### src/rtl/fetch_stage.sv
// RV32I instruction-fetch stage with IF/ID register and one-entry skid buffer.
// Optional FETCH_PERF_EN adds perf_fetched / perf_stall event counters.
module fetch_stage #(
    parameter int unsigned           DATA_WIDTH = 32,
    parameter int unsigned           ADDR_WIDTH = 32,
    parameter logic [ADDR_WIDTH-1:0] RESET_PC   = '0,
    parameter int unsigned           OP_WIDTH   = 7
) (
    input  logic                  clk,
    input  logic                  rst_n,
    input  logic                  StallF,
    input  logic                  StallD,
    input  logic                  FlushD,
    input  logic                  PCSrcE,
    input  logic [ADDR_WIDTH-1:0] PCTargetE,
    output logic                  imem_req,
    output logic [ADDR_WIDTH-1:0] imem_addr,
    input  logic [DATA_WIDTH-1:0] imem_rdata,
    input  logic                  imem_valid,
    output logic [DATA_WIDTH-1:0] InstrD,
    output logic [OP_WIDTH-1:0]   OpD,
    output logic [ADDR_WIDTH-1:0] PCD,
    output logic [ADDR_WIDTH-1:0] PCPlus4D,
    output logic                  ValidD
`ifdef FETCH_PERF_EN
   ,output logic [31:0]           perf_fetched,
    output logic [31:0]           perf_stall
`endif
);

    localparam logic [DATA_WIDTH-1:0] NOP = DATA_WIDTH'(32'h0000_0013);

    typedef enum logic [1:0] {BOOT, FETCH, HOLD} state_t;

    state_t                  state, state_next;
    logic [ADDR_WIDTH-1:0]   pcf, pcf_next, pcf_plus4;
    logic [DATA_WIDTH-1:0]   skid_instr, skid_instr_next;
    logic [ADDR_WIDTH-1:0]   skid_pc, skid_pc_next;

    logic                    ifid_we;
    logic [DATA_WIDTH-1:0]   ifid_instr;
    logic [ADDR_WIDTH-1:0]   ifid_pc, ifid_pc4;
    logic                    ifid_valid;

    logic                    unused_tgt_lsbs;

    assign unused_tgt_lsbs = ^PCTargetE[1:0];
    assign pcf_plus4       = pcf + ADDR_WIDTH'(4);
    assign imem_addr       = pcf;
    assign OpD             = InstrD[OP_WIDTH-1:0];

    always_comb begin
        state_next      = state;
        pcf_next        = pcf;
        skid_instr_next = skid_instr;
        skid_pc_next    = skid_pc;
        imem_req        = 1'b0;
        ifid_we         = 1'b0;
        ifid_instr      = NOP;
        ifid_pc         = '0;
        ifid_pc4        = '0;
        ifid_valid      = 1'b0;

        case (state)
            BOOT: state_next = FETCH;
            FETCH: begin
                imem_req = 1'b1;
                if (imem_valid && !StallF)
                    pcf_next = pcf_plus4;
                if (FlushD) begin
                    ifid_we = 1'b1;
                end else if (imem_valid && !StallD) begin
                    ifid_we    = 1'b1;
                    ifid_instr = imem_rdata;
                    ifid_pc    = pcf;
                    ifid_pc4   = pcf_plus4;
                    ifid_valid = 1'b1;
                end else if (imem_valid) begin
                    skid_instr_next = imem_rdata;
                    skid_pc_next    = pcf;
                    state_next      = HOLD;
                end else if (!StallD) begin
                    ifid_we = 1'b1;
                end
            end
            HOLD: begin
                if (FlushD) begin
                    ifid_we         = 1'b1;
                    skid_instr_next = '0;
                    skid_pc_next    = '0;
                    state_next      = FETCH;
                end else if (!StallD) begin
                    ifid_we         = 1'b1;
                    ifid_instr      = skid_instr;
                    ifid_pc         = skid_pc;
                    ifid_pc4        = skid_pc + ADDR_WIDTH'(4);
                    ifid_valid      = 1'b1;
                    skid_instr_next = '0;
                    skid_pc_next    = '0;
                    // Resume after the parked word so a capture taken under StallF is not refetched.
                    pcf_next        = skid_pc + ADDR_WIDTH'(4);
                    state_next      = FETCH;
                end
            end
            default: state_next = BOOT;
        endcase

        // Redirect dominates: drop the returned word and any parked word.
        if (PCSrcE) begin
            pcf_next        = {PCTargetE[ADDR_WIDTH-1:2], 2'b00};
            skid_instr_next = '0;
            skid_pc_next    = '0;
            state_next      = FETCH;
            ifid_we         = FlushD || !StallD;
            ifid_instr      = NOP;
            ifid_pc         = '0;
            ifid_pc4        = '0;
            ifid_valid      = 1'b0;
        end
    end

    always_ff @(posedge clk or negedge rst_n) begin
        if (!rst_n) begin
            state      <= BOOT;
            pcf        <= RESET_PC;
            skid_instr <= '0;
            skid_pc    <= '0;
            InstrD     <= NOP;
            PCD        <= '0;
            PCPlus4D   <= '0;
            ValidD     <= 1'b0;
        end else begin
            state      <= state_next;
            pcf        <= pcf_next;
            skid_instr <= skid_instr_next;
            skid_pc    <= skid_pc_next;
            if (ifid_we) begin
                InstrD   <= ifid_instr;
                PCD      <= ifid_pc;
                PCPlus4D <= ifid_pc4;
                ValidD   <= ifid_valid;
            end
        end
    end

`ifdef FETCH_PERF_EN
    always_ff @(posedge clk or negedge rst_n) begin
        if (!rst_n) begin
            perf_fetched <= '0;
            perf_stall   <= '0;
        end else begin
            if (ifid_we && ifid_valid)
                perf_fetched <= perf_fetched + 32'd1;
            if (StallD)
                perf_stall <= perf_stall + 32'd1;
        end
    end
`endif

endmodule

### config.mk
export PLATFORM = sky130hd
export DESIGN_NAME = fetch_stage
export DESIGN_NICKNAME = d
export VERILOG_FILES = /design/src/rtl/fetch_stage.sv
export SDC_FILE = /design/constraint.sdc
export NUM_CORES = 1
export LEC_CHECK = 0
export ABC_AREA = 1
export CORE_MARGIN = 2
export CORE_UTILIZATION = 47
export DETAILED_ROUTE_END_ITERATION = 16
export PLACE_DENSITY = 0.82
export SLEW_MARGIN = 20
export SYNTH_ARGS = -nofsm -noshare
export SYNTH_HDL_FRONTEND = slang
export SYNTH_SLANG_ARGS = --single-unit
### constraint.sdc
create_clock -name clk -period 1.8 [get_ports clk]
set_input_delay 0.18 -clock clk [delete_from_list [all_inputs] [get_ports clk]]
set_output_delay 0.18 -clock clk [all_outputs]
set_load 0.02 [all_outputs]
Word-level counts from Yosys, hierarchy flattened
Cells that the tools add are included.
{"block": "op_classes", "eq_ne": 9, "reduce_logical": 10, "n_mux": 55, "addsub": 2}
{"op": "$mux W32", "n": 29}
{"op": "$pmux W32 S2", "n": 6}
{"op": "$add A32 B3 Y32 const B", "n": 2}
{"op": "$ne A3 B3 Y1 const B", "n": 6}
{"op": "$mux W2", "n": 6}
{"op": "$mux W1", "n": 11}
{"op": "$reduce_and A4 Y1", "n": 2}
{"op": "$pmux W2 S3", "n": 1}
{"op": "$reduce_and A5 Y1", "n": 1}
{"op": "$ne A4 B4 Y1 const B", "n": 1}
{"op": "$pmux W1 S2", "n": 2}
{"op": "$reduce_bool A3 Y1", "n": 1}
{"op": "$eq A2 B1 Y1 const B", "n": 1}
{"op": "$eq A2 B2 Y1 const B", "n": 1}
{"op": "$logic_and A1 B1 Y1", "n": 2}
{"op": "$logic_not A1 Y1", "n": 2}
{"op": "$logic_not A2 Y1", "n": 1}
{"op": "$logic_or A1 B1 Y1", "n": 1}
{"block": "word_totals", "elab_cells": 84, "register_bits": 195}

Depth between registers and ports, before layout
{"block": "depth", "ltp_word": 6, "depth_mapped": 14}

Worst setup path after synthesis
OpenSTA, ideal clock, no wires.
{"block": "synth_timing", "path_kind": "flip-flop to flip-flop", "from": "reg state[1]", "to": "reg skid_pc[26]", "synth_period_minus_slack_ns": 1.838, "t_arrival_ns": 1.708, "setup_time_ns": 0.130, "stages_incl_launch_ff": 11, "setup_slack_ns": -0.038, "path_buffers": 2, "cell_sequence": "dfrtp_1 > inv_1 > ha_1 > nand2_2 > o21bai_1 > nand2_2 > nor2_4 > buf_4 > buf_4 > nand3_1 > o21ai_1"}
{"block": "synth_between", "elab_chain_cells": 3, "elab_cells_between_ends": 10}
{"element": "start, declared", "line": "35", "text": "state_t state, state_next;"}
{"element": "start signal, assigned", "line": "133", "text": "state <= state_next;"}
{"element": "$eq A2 B2 Y1 / $eq A2 B1 Y1 (equally long branches)", "line": "64", "text": "case (state)"}
{"element": "$ne A4 B4 Y1 (no source line), or another cell as far along"}
{"element": "$reduce_and A5 Y1 (no source line) / $mux W32 (equally long branches)"}
{"element": "end signal, assigned", "line": "136", "text": "skid_pc <= skid_pc_next;"}
{"element": "end, declared", "line": "38", "text": "logic [ADDR_WIDTH-1:0] skid_pc, skid_pc_next;"}
Parallel ways exist; a longest one is shown, timed or not.
A chain may end at the register's enable or synchronous reset.

Worst setup path after layout
{"block": "layout_timing", "from": "reg state[0]", "to": "reg skid_pc[13]"}
The elaborated chain is that of the path after synthesis.

==> out/metrics.csv <==
metric;value;unit
Post-Syn Instances;1403;
row cnt;54;
failing checks;negative setup slack;
mux cell area share after synthesis;0;%
min-delay worst type;input pin to asynchronous set/reset pin;
largest net degree at the start of global routing;66;
Hold Slack;0.214;ns
initial antenna violation count;1;
crit start category;flop;
Seq/Total Area, Yosys;45.9;%
Slew Limit Fails;0;
DR vias;12200;
Req. time, crit path;2.18;ns
grt met1 use;43.1;%
Final Hold Viols;0;
Worst Max-Slew Pin Slew;0.427;ns
register clock-pin slew on the reported worst setup and hold paths;0.09;ns
CTS tree;built;
Leakage;7.26;nW
drt pass-1 iters;7;
Clock Tree Root;clkbuf_16;
Die Span Y;154;um
total CTS buffers;17;
overall power;0.0227;W
Max Freq;0.521;GHz
Setup CP Type;flop to flop;
Final min period;1.92;ns
Die ar.;23600;um^2
endpoint class of the critical path;flop;
Synth Area in Compound Gates;15.9;%
grt ovf;0;
drt drc;0;
Mapped Area;10500;um^2
register-to-register setup slack;-0.12;ns
met3 usage in global routing;5.92;%
Mapped Avg Cell Area;7.51;um^2
drt first-iter violations;1935;
starting density of the core;48.1;%
Synth Area in Simple Gates;27.1;%
crit path max fanout;5;
Placeable Area;21900;um^2
WL/cell;21.5;um
nets;1789;
RSZ-0062 raised after global routing;yes;
Port Buffers;205;
first-pass GRT wire length;58900;um
Pwr per Cell Area;1450;nW/um^2
global placement routability congestion;1.07;
fraction of layout cells with a size suffix above 1;20.8;%
post-DP HPWL;27000;um
synth-to-layout area growth;48.3;%
final WL;43100;um
cell repeated most along the worst path;buf_6;
Crit path arrival time;2.30;ns
io pins;208;
Synth cell types;35;
Slowest cell on crit path;dfrtp_1;
maximum VDD drop;0.809;mV
Slew headroom;71.2;%
Slowest Stage Delay on Critical Path;0.42;ns
Synthesized Nets;1480;
synthesized flop and latch total;193;
clock skew;0.0158;ns
Sink Count;193;
Adder-Cell Fraction of Synth Area;0.712;%
via/cell ratio;6.07;
Most Used Layer, Global Route;met2;
GRT Resource Usage Total;31.4;%
Clock Latency Late Sink;0.46;ns
Antenna Nets Post-Route;0;
H-tree levels;4;
Syn. warnings;0;
final instance area;15600;um^2
largest family of logic cells by synthesized area;simple AND/OR/NAND/NOR gates;
worst-case clock buffer depth;2;
status;finished, violations left;
met2 usage;47.5;%
post-synthesis xor/xnor area fraction;1.41;%
die width;154;um
placed instance area;13700;um^2
sequence of cells on the critical path;buf_6 -> ha_4 -> nand2_4 -> o21bai_4 -> nand2_2 -> nor2_4 -> buf_6 -> clkbuf_16 -> nand3_2 -> o21ai_1;
period utilization;107;%
max-cap violation count;0;
vias in the first global route;11100;
post-route setup slack;-0.119;ns
final setup violating endpoints;63;
==> sequential cells by signal, indices dropped and copies added (netlist names) <==
signal	cells
state	2
imem_addr	32
InstrD	32
skid_instr	32
skid_pc	32
ValidD	1
PCPlus4D	30
PCD	32
==> worst max-delay path, delay by kind of cell (launching register included) <==
family	cells	cell delay (ns)
adders and majority gates	1	0.18
buffers and inverters	3	0.51
AOI/OAI and AO/OA	2	0.22
and+or+nand+nor	4	0.49
DFF	1	0.42
==> worst paths after layout <==
check / from / to / cells past startpoint
max: state[0] / skid_pc[13] / 10
min: rst_n / PCD[1] / 2
max reg2reg: state[0] / skid_pc[13] / 10
min reg2reg: PCPlus4D[19] / PCPlus4D[19] / 2
max in group asynchronous: rst_n / skid_instr[23] / 3
min in group clk: imem_rdata[1] / skid_instr[1] / 3
==> cell usage in the layout (no fill, tap or decap), types with 4 or more instances in the layout <==
cell type / count
xor2_2: 5
nand2_1: 373
buf_12: 20
clkdlybuf4s50_1: 178
inv_2: 6
nor2_1: 79
nand2_4: 5
a21oi_1: 6
a21oi_2: 17
nand2_2: 18
dfrtp_1: 182
nand3_2: 40
nor2_4: 17
o21ai_1: 63
dfrtp_2: 8
dlygate4sd2_1: 12
clkinv_8: 6
a22o_1: 64
clkbuf_16: 27
inv_1: 138
buf_4: 106
xor2_1: 12
o22ai_1: 36
nand3_1: 133
inv_12: 4
o21ai_2: 10
o21ai_0: 61
nor2_2: 16
dlymetal6s2s_1: 12
buf_6: 24
==> timing repair <==
action                                  CTS  global route
endpoints found under the setup margin   86           155
gates resized for setup                  40           195
hold buffers                              1             0
pin swaps                                 3            38
buffers inserted                          6            21
endpoints found under the hold margin    38             0
gates cloned                              1            15
==> cell families after synthesis <==
family                   after synthesis
AND/OR/NAND/NOR                      689
AO/OA/AOI/OAI                        270
buffers and inverters                228
flip-flops                           193
XOR/XNOR                              17
adder cells (fa/ha/maj)                6
==> metrics by stage <==
stage / util, % / std cells / setup TNS (ns) / worst slack (ns)
global placement: 62.7 / 1929 / -6.82 / -0.110
finish: 71.4 / 2006 / -2.85 / -0.119
CTS: 66.2 / 1969 / -0.0243 / -0.0112
global route: 71.4 / 2006 / -7.59 / -0.156
detailed placement: 62.7 / 1929 / -12.43 / -0.184
floorplan: - / 1403 / 0 / 0.0118
==> routing by layer <==
layer  vias to the layer above  share of wire, %  wire length (um)
met4                         0               7.1              3060
met3                       289                12              5090
met5                         -                 0                 0
li1                       5228                 -                 -
met2                       993                44             19000
met1                      5661                37             16000
==> layout make-up <==
| type | instances | area, um^2 |
|---|---|---|
| Clock buffer | 17 | 425 |
| Multi-Input combinational cell | 982 | 5370 |
| Timing Repair Buffer | 369 | 3850 |
| Antenna cell | 1 | 2.50 |
| Tap cell | 280 | 350 |
| Fill cell | 1567 | 6260 |
| Clock inverter | 15 | 210 |
| Sequential cell | 193 | 4840 |
| Inverter | 148 | 568 |
| Timing Repair inverter | 1 | 8.76 |
==> power breakdown <==
group | switching (W) | leakage (nW) | internal, W
combinational | 0.00714 | 4.41 | 0.00486
clock | 0.00217 | 0.301 | 0.00194
sequential | 0.00112 | 2.54 | 0.00547
==> synth_stat cells <==
cell type	n	area, um^2
nand2_1	393	1480
dfrtp_1	190	4750
nand3_1	174	871
inv_1	142	533
nor2_1	105	394
o21ai_0	78	390
a22o_1	64	561
o21ai_1	56	280
clkbuf_1	42	158
o22ai_1	36	225
a21oi_1	23	115
xor2_1	17	149
buf_2	16	80.1
buf_4	16	120
ha_1	6	75.1
inv_2	5	18.8
nor2_2	5	31.3
buf_1	4	15.0
a31oi_1	3	18.8
dfstp_2	3	78.8
nand2_2	3	18.8
or2_2	3	18.8
and2_1	2	12.5
buf_6	2	22.5
nor2_4	2	22.5
o2111ai_1	2	17.5
o211ai_1	2	15.0
o221ai_1	2	17.5
a21o_1	1	7.51
a22oi_1	1	7.51
inv_4	1	6.26
nand4_1	1	6.26
nor3_1	1	5.00
o21ai_2	1	8.76
o21bai_1	1	7.51
Note: power is estimated with default switching activity, not from simulation.
